===== src/rtl/decode_imm_ctrl.sv =====
// Decode-stage controller: classifies opcodes into immediate types and holds
// results in a two-entry main/skid buffer so in_ready comes straight from a flop.
module decode_imm_ctrl #(
  parameter int XLEN = 32
) (
  input  logic            clk,
  input  logic            rst_n,
  input  logic            in_valid,
  output logic            in_ready,
  input  logic [XLEN-1:0] in_inst,
  input  logic [XLEN-1:0] in_pc,
  input  logic            flush,
  output logic            out_valid,
  input  logic            out_ready,
  output logic [XLEN-1:0] out_inst,
  output logic [XLEN-1:0] out_pc,
  output logic [2:0]      out_imm_type,
  output logic            out_imm_en,
  output logic            out_illegal
);

  localparam logic [2:0] IMM_I = 3'd0;
  localparam logic [2:0] IMM_S = 3'd1;
  localparam logic [2:0] IMM_B = 3'd2;
  localparam logic [2:0] IMM_U = 3'd3;
  localparam logic [2:0] IMM_J = 3'd4;

  typedef struct packed {
    logic [XLEN-1:0] inst;
    logic [XLEN-1:0] pc;
    logic [2:0]      imm_type;
    logic            imm_en;
    logic            illegal;
  } entry_t;

  entry_t in_ent;
  entry_t main_q, main_d, skid_q, skid_d;
  logic   main_vld_q, main_vld_d, skid_vld_q, skid_vld_d;
  logic   in_ready_q, in_ready_d;
  logic   accept, drain;

  always_comb begin
    in_ent          = '0;
    in_ent.inst     = in_inst;
    in_ent.pc       = in_pc;
    in_ent.imm_en   = 1'b1;
    unique case (in_inst[6:0])
      7'b0110111, 7'b0010111:                         in_ent.imm_type = IMM_U;
      7'b1101111:                                     in_ent.imm_type = IMM_J;
      7'b1100111, 7'b0000011, 7'b0010011, 7'b1110011: in_ent.imm_type = IMM_I;
      7'b0100011:                                     in_ent.imm_type = IMM_S;
      7'b1100011:                                     in_ent.imm_type = IMM_B;
      7'b0110011: begin
        in_ent.imm_type = IMM_I;
        in_ent.imm_en   = 1'b0;
      end
      default: begin
        in_ent.imm_type = IMM_I;
        in_ent.imm_en   = 1'b0;
        in_ent.illegal  = 1'b1;
      end
    endcase
  end

  assign accept = in_valid & in_ready_q;
  assign drain  = main_vld_q & out_ready;

  always_comb begin
    main_d     = main_q;
    skid_d     = skid_q;
    main_vld_d = main_vld_q;
    skid_vld_d = skid_vld_q;
    if (flush) begin
      main_vld_d = 1'b0;
      skid_vld_d = 1'b0;
    end else if (skid_vld_q && drain) begin
      main_d     = skid_q;
      skid_vld_d = 1'b0;
    end else if ((!main_vld_q || drain) && accept) begin
      main_d     = in_ent;
      main_vld_d = 1'b1;
    end else if (accept) begin
      skid_d     = in_ent;
      skid_vld_d = 1'b1;
    end else if (drain) begin
      main_vld_d = 1'b0;
    end
    // Ready for next cycle depends only on whether skid will be occupied.
    in_ready_d = ~skid_vld_d;
  end

  always_ff @(posedge clk) begin
    if (!rst_n) begin
      main_q     <= '0;
      skid_q     <= '0;
      main_vld_q <= 1'b0;
      skid_vld_q <= 1'b0;
      in_ready_q <= 1'b1;
    end else begin
      main_q     <= main_d;
      skid_q     <= skid_d;
      main_vld_q <= main_vld_d;
      skid_vld_q <= skid_vld_d;
      in_ready_q <= in_ready_d;
    end
  end

  assign in_ready     = in_ready_q;
  assign out_valid    = main_vld_q;
  assign out_inst     = main_q.inst;
  assign out_pc       = main_q.pc;
  assign out_imm_type = main_q.imm_type;
  assign out_imm_en   = main_q.imm_en;
  assign out_illegal  = main_q.illegal;

endmodule

===== config.mk =====
export PLATFORM = sky130hd
export DESIGN_NAME = decode_imm_ctrl
export DESIGN_NICKNAME = d
export VERILOG_FILES = /design/src/rtl/decode_imm_ctrl.sv
export SDC_FILE = /design/constraint.sdc
export NUM_CORES = 1
export LEC_CHECK = 0
export ABC_AREA = 1
export CAP_MARGIN = 25
export CORE_ASPECT_RATIO = 0.6
export CORE_MARGIN = 1.5
export CORE_UTILIZATION = 31
export DETAILED_ROUTE_END_ITERATION = 8
export GPL_ROUTABILITY_DRIVEN = 1
export HOLD_SLACK_MARGIN = 0.05
export PLACE_DENSITY = 0.6
export SLEW_MARGIN = 25
export SYNTH_ARGS = -nofsm -noshare
export SYNTH_HDL_FRONTEND = slang
export SYNTH_SLANG_ARGS = --single-unit
export TNS_END_PERCENT = 5

===== constraint.sdc =====
create_clock -name clk -period 3.96 [get_ports clk]
set_clock_uncertainty 0.05 [all_clocks]
set_input_delay 0.594 -clock clk [delete_from_list [all_inputs] [get_ports clk]]
set_output_delay 0.594 -clock clk [all_outputs]
set_load 0.03 [all_outputs]

* Word level (Yosys, flattened, before mapping) *
Cells that the tools add are included.

storage, ports and cells
  bits of input ports = 69
  bits in registers = 141

operators by class
  equality and inequality tests = 11
  bitwise logic cells = 7
  mux-type cells = 12
  reductions and logical operators = 13

operators by type and width
  kind                number
  $mux 69             2
  $eq 7x7->1 const B  4
  $eq 7x6->1 const B  3
  $eq 7x5->1 const B  2
  $pmux 3 s4          1
  $reduce_or 10->1    1
  $mux 1              9
  $reduce_or 9->1     1
  $eq 7x2->1 const B  1
  $not 1->1           5
  $reduce_and 4->1    1
  $reduce_bool 2->1   2
  $reduce_or 2->1     2
  $reduce_and 3->1    1
  $and 1x1->1         2
  $logic_and 1x1->1   2
  $ne 2x1->1 const B  1
  $reduce_and 2->1    1
  $logic_not 1->1     1
  $logic_or 1x1->1    1

* Logic depth before layout (Yosys ltp) *
Gate-level depths: netlist of run 1.

  depth after elaboration = 7
  depth in mapped cells = 9

* Least setup slack after synthesis of run 1 *
OpenSTA, ideal clock, no wires.

  kind = input-to-reg
  start = in out_ready
  end = reg skid_q[10] (netlist bit)
  required time = 3.840 ns
  setup slack = 2.365 ns
  path buffers = 2
  data arrival time = 1.475 ns
  stages = 9
  cells stage by stage = inv_2 nand2_1 nor2_2 nand2_2 inv_2 buf_4 buf_4 nand2_1 a21oi_1

on the way
  longest elaborated chain between the ends = 5
  elaborated cells between the ends (all ways) = 7

ends and longest elaborated chain
  item                          RTL line  text
  from (decl)                   14        input logic out_ready,
  $and 1x1->1 *                 66        assign drain = main_vld_q & out_ready;
  $logic_or 1x1->1              79        end else if ((!main_vld_q || drain) && accept) begin
  $logic_and 1x1->1             79
  $not 1->1 (no line)           --
  $reduce_and 4->1 (no line) *  --
  to (signal assigned)          101       skid_q <= skid_d;
  to (decl)                     37        entry_t main_q, main_d, skid_q, skid_d;

Mark *: on every way between the ends. The rest lies on a longest branch, timed or not.
A chain may end at the register's enable or synchronous reset.

* Worst setup path after layout of run 1 *
  start = in out_ready
  end = reg main_q (netlist bit out_inst[14])

on the way
  longest elaborated chain between the ends = 5
  elaborated cells between the ends (all ways) = 7

ends and longest elaborated chain
  item                         RTL line  text
  $and 1x1->1 *                66
  $logic_or 1x1->1             79
  $logic_and 1x1->1            79
  $reduce_bool 2->1 (no line)  --
  $reduce_and 2->1 (no line)   --
  to (signal assigned)         100       main_q <= main_d;
  to (decl)                    37

Marks and branches as above.

==> impl_metrics.toml, run 1 <==
[min_path]
hold_start = "skid_q[4]"
min_to = "skid_q[4]"
hold_depth = 2
worst_hold_path_type = "reg2reg"

[sta]
setup_viol = 0
final-max-slew-violation-count = 0
fin_crit_sh = 0.6182
setup_tns_ns = 0
period_needed_ns = 2.448
fmaxAchievable_ghz = 0.4085
hold_violations = 0
max_slew_margin = 0.4646
rsz0062_at_grt = "no"
worst_pin_slew_ns = 0.8019

[yosys]
yosys_warnings = 0
synthMuxAreaShare = 0
netlist_area_um2 = 5500
ys_ff_latch = 141
synth_most_common_cell = "nand2_1"
synth-simple-area-share = 0.2047
postSynthAreaPerCell_um2 = 7.494
synth_top_family_by_area = "compound AO/OA/AOI/OAI gates"
synthXorXnorAreaFrac = 0
ys.flop_type = "dfxtp_1"
synth-seq-area-share = 0.5132
synth_compound_area_frac = 0.2207
synth_commonest_cells = "nand2_1, dfxtp_1, a21oi_1, a31oi_1, o21ai_0"
yosysTopAreaCell = "dfxtp_1"
syn_nets = 803
yosys-top-cells-area = "dfxtp_1, nand2_1, a31oi_1, a21oi_1, o21ai_0"
synthAdderAreaFrac = 0
synthArstFlopShare = 0
synth_top_area_frac = 0.5132
postSynthCellCount = 734
synth.distinct_cells = 20
synth_edf_count = 0

[drt]
wl_um = 15670
vias = 5249
firstDrtPassIters = 5
drc = 0
via_per_inst = 4.798
drtAntennaViolNets = 0
drt-wirelength-per-cell_um = 14.33
drt-initial-drc-count = 281

[power_and_ir_drop]
total_leakage_power_uw = 0.002832
cellPowerDensity_nw_per_um2 = 468.8
p_total_uw = 3575
peakVddDrop_mv = 0.2532

[cells_and_area]
final_area_um2 = 7626
nets = 916
instances_no_fill = 1094
drive_above_1_share = 0.06512
area_growth_pct = 38.65
num_antenna_cells = 0
fillers = 1746

[place]
dp.cells = 1062
io_buffers = 139
gp_congestion = 0.7804
dpl_cell_area_um2 = 7018
hpwl_um = 9468

[clock_network]
clk_pin_slew_worst_paths_ns = 0.06
postCtsHoldBufs = 0
clockBufferDepth = 2
cts.repair.resized = 0
post_cts_buffers = 0
clock_latency_ns = 0.42
cts_tree = "yes"
cts_max_level = 4
numCtsBuffers = 17
cts-root-buf = "clkbuf_16"
cts_sinks = 141

[floorplan]
start_util = 0.3185
coreArea_um2 = 17270
pin_count = 140
dieArea_um2 = 18580
fp.dieH_um = 106.2
rows = 37
die_w_um = 175.0

[run_status]
status = "completed"

[setup_path]
crit_top_cell = "nand2_1"
cp.depth = 8
worstSetupStartpointType = "primary input"
reg2reg_slack_ns = 1.87
crit_slowest_cell = "clkdlybuf4s50_1"
critPathRequiredTime_ns = 4.24
critPathKind = "in2reg"
rr_worst_depth = 7
crit_fanout = 40
critical_path.top_delay_family = "buffers and inverters"
r2r_start = "out_valid"
crit_buf_inv = 3
max_stage_delay_ns = 0.53
worstPathArrival_ns = 2.73
path_cells = "clkdlybuf4s50_1, inv_2, nand2_1, nand2_1, nor2_4, buf_4, o21ai_0, a31oi_1"
r2r-end = "out_inst[14]"
cp-end-kind = "flop"

[global_route]
grt_max_degree = 81
antenna_found_initial = 0
grt_pass1_vias = 4684
grt_pass1_wl_um = 24590
groute.usage.overall = 0.1683
gr-total-overflow = 0

[flow_run]
drv_cap = 0
-- cell type report --
class                   count  area (um^2)  area share
clock buffers              19        442.9     0.05808
clock inverters            13        165.2     0.02166
inverters                  19        73.82    0.009680
multi-input cells         517         2340      0.3068
flip-flops and latches    141         2823      0.3701
well taps                 234        292.8     0.03839
repair buffers            151         1489      0.1952
-- where the power goes --
part / total, uW / leakage, uW / internal (uW) / switching, uW
registers: 1510 / 0.00115 / 1470 / 31.2
logic: 424 / 0.00140 / 186 / 238
clock network: 1650 / 0.000286 / 1010 / 634
-- metal layers --
metal	GRT usage	vias up	share of wire
li1	-	2683	-
met1	0.2477	2414	0.52
met2	0.2353	143	0.40
met3	0.05401	9	0.068
met4	0.03846	0	0.0057
met5	0	-	0
-- how the worst max path moves through the flow --
| stage | start | endpoint | slack [ns] |
|---|---|---|---|
| detailed placement | out_ready | out_inst[14] | 1.10 |
| global route | out_ready | out_inst[14] | 1.34 |
| global placement | out_ready | out_inst[13] | 1.17 |
| floorplan | out_ready | skid_q[10] | 2.36 |
| CTS | out_ready | out_inst[14] | 1.53 |
| finish | out_ready | out_inst[14] | 1.51 |
-- registers in the layout, indices dropped and copies added, names as in the netlist --
signal	count
in_ready	1
out_inst	32
out_illegal	1
out_valid	1
skid_q	69
out_imm_en	1
out_imm_type	3
out_pc	32
skid_vld_q	1
-- per-stage QoR --
stage	hold slack [ns]	utilization	setup WS [ns]
floorplan	0.3798	-	2.365
global placement	0.4008	0.4063	1.168
detailed placement	0.3988	0.4064	1.105
CTS	0.4053	0.4416	1.526
global route	0.4216	0.4416	1.338
finish	0.4047	0.4416	1.512
-- worst register-to-register path, delay by kind of cell, from the launching register on --
family | cells | cell delay, ns
simple gates | 1 | 0.47
compound gates | 3 | 0.50
flops | 1 | 0.38
buf+inv | 3 | 0.61
-- layout by cell type, fill, tap and decap left out --
cell type,instances
clkbuf_1,1
o21bai_1,1
clkinvlp_4,4
inv_2,7
inv_1,11
bufinv_16,3
nor3_4,1
nor2_1,17
o21ai_0,42
clkdlybuf4s50_1,138
dfxtp_1,141
o21ai_1,40
buf_12,1
a211oi_1,1
clkinv_2,2
buf_2,1
nand3_1,4
nand2_1,267
buf_4,11
clkbuf_16,17
a31oi_1,66
clkbuf_8,1
a21oi_1,75
inv_4,1
nor2_2,1
nand2_2,1
clkinv_4,2
nor2_4,1
inv_6,2
-- cell families after synthesis --
logic type / after synthesis
simple gates: 292
compound gates: 225
flops: 141
buf+inv: 76
Note: power is estimated with default switching activity, not from simulation.
==> run 2: changes to the inputs <==
==> constraint.sdc (replaced) <==
create_clock -name clk -period 2.46 [get_ports clk]
set_clock_uncertainty 0.05 [all_clocks]
set_input_delay 0.369 -clock clk [delete_from_list [all_inputs] [get_ports clk]]
set_output_delay 0.369 -clock clk [all_outputs]
set_load 0.03 [all_outputs]
==> run 2 against run 1 <==
Via count decreased by 1.7%. Non-clock buffer count increased by 1. Register-to-register slack got worse by 1.0 ns. Total power increased by 62%. Die area unchanged. Design area increased by 0.97%. Global-route usage increased by 0.14 points. Critical endpoint is now out_inst[0]. Clock-buffer cell count decreased by 1. Combinational power increased by 62%.
==> impl_metrics.toml, run 2 (synthesized netlist as in run 1, its figures left out) <==
[clock_network]
clockBufferDepth = 2
cts_sinks = 141
cts_max_level = 4
clock_latency_ns = 0.41
cts.repair.resized = 0
numCtsBuffers = 17
clk_pin_slew_worst_paths_ns = 0.06
cts_tree = "yes"
post_cts_buffers = 0
cts-root-buf = "clkbuf_16"
postCtsHoldBufs = 0

[drt]
drt-wirelength-per-cell_um = 14.10
drt-initial-drc-count = 386
wl_um = 15440
drtAntennaViolNets = 0
via_per_inst = 4.711
drc = 0
vias = 5159
firstDrtPassIters = 5

[sta]
fmaxAchievable_ghz = 0.5250
period_needed_ns = 1.905
rsz0062_at_grt = "no"
max_slew_margin = 0.4662
worst_pin_slew_ns = 0.8008
setup_tns_ns = 0
final-max-slew-violation-count = 0
hold_violations = 0
fin_crit_sh = 0.7743
setup_viol = 0

[global_route]
groute.usage.overall = 0.1697
grt_pass1_wl_um = 24940
gr-total-overflow = 0
grt_max_degree = 81
antenna_found_initial = 0
grt_pass1_vias = 4764

[cells_and_area]
multiInputGateArea_um2 = 2340
nets = 917
layout.area.seq_um2 = 2823
layout_commonest_cell = "nand2_1"
area_growth_pct = 39.99
drive_above_1_share = 0.06620
instances_no_fill = 1095
largest_reg_flops = 69
layout_common_cells = "nand2_1, dfxtp_1, clkdlybuf4s50_1"
fillers = 1728
largest-register = "skid_q"
final_util = 0.4459
num_antenna_cells = 0

[min_path]
worst_hold_path_type = "in2reg"

[power_and_ir_drop]
p_total_uw = 5779
peakVddDrop_mv = 0.4402
cellPowerDensity_nw_per_um2 = 750.5
total_leakage_power_uw = 0.002858

[place]
dp.cells = 1063
gp_congestion = 0.7681
hpwl_um = 9616
io_buffers = 139

[setup_path]
worstSetupEndpoint = "out_inst[0]"
worstSetupStartpointType = "flop"
reg2reg_slack_ns = 0.84
rr_worst_depth = 6
max_stage_delay_ns = 0.69
worstPathArrival_ns = 1.49
r2r_start = "out_valid"
crit_slowest_cell = "clkdlybuf4s50_1"
critPathRequiredTime_ns = 2.04
crit_buf_inv = 1
path_cells = "clkdlybuf4s50_1"
critPathKind = "reg2out"
cp-end-kind = "output pin"
crit_fanout = 2
cp.depth = 1
crit_start = "out_inst[0]"
critical_path.top_delay_family = "buffers and inverters"
r2r-end = "out_pc[24]"

[floorplan]
fp.dieH_um = 106.2
start_util = 0.3185
dieArea_um2 = 18580
coreArea_um2 = 17270
die_w_um = 175.0
pin_count = 140
rows = 37

[run_status]
status = "completed"

[flow_run]
drv_cap = 0
run 2: metal layers:
metal | global-route usage | wire length, um | vias to the layer above
met1 | 0.2507 | 8019 | 2289
met5 | 0 | 0 | -
met4 | 0.04335 | 123 | 0
met2 | 0.2412 | 6177 | 167
met3 | 0.04542 | 1123 | 12
li1 | - | - | 2691
run 2: cell type report:
class,count,area share
Inverter,19,0.009262
Sequential cell,141,0.3666
Multi-Input combinational cell,517,0.3039
Tap cell,234,0.03802
Timing Repair Buffer,152,0.2025
Clock inverter,14,0.02405
Clock buffer,18,0.05574
run 2: how the worst min path moves through the flow:
stage,depth (start not counted),to,slack (ns),startpoint
6_report,3,skid_q[59],0.38,rst_n
5_1_grt,3,skid_q[62],0.42,rst_n
4_1_cts,3,skid_q[59],0.39,rst_n
3_5_place_dp,2,skid_q[4],0.40,skid_q[4]
3_3_place_gp,2,skid_q[4],0.39,skid_q[4]
2_1_floorplan,2,skid_q[4],0.38,skid_q[4]
run 2: where the power goes:
group          internal, uW  total, uW  switching [uW]
logic                   306        685             379
clock network          1620       2670            1050
registers              2370       2430            53.6
total                  4300       5780            1480
run 2: stage by stage:
step / instance area [um^2] / worst slack [ns] / hold slack, ns
after floorplan: 5500 / 0.8979 / 0.3798
after global placement: 7086 / 0.3846 / 0.3923
after detailed placement: 7086 / 0.3659 / 0.3988
after CTS: 7700 / 0.5326 / 0.3860
after global routing: 7700 / 0.5094 / 0.4236
final: 7700 / 0.5553 / 0.3799
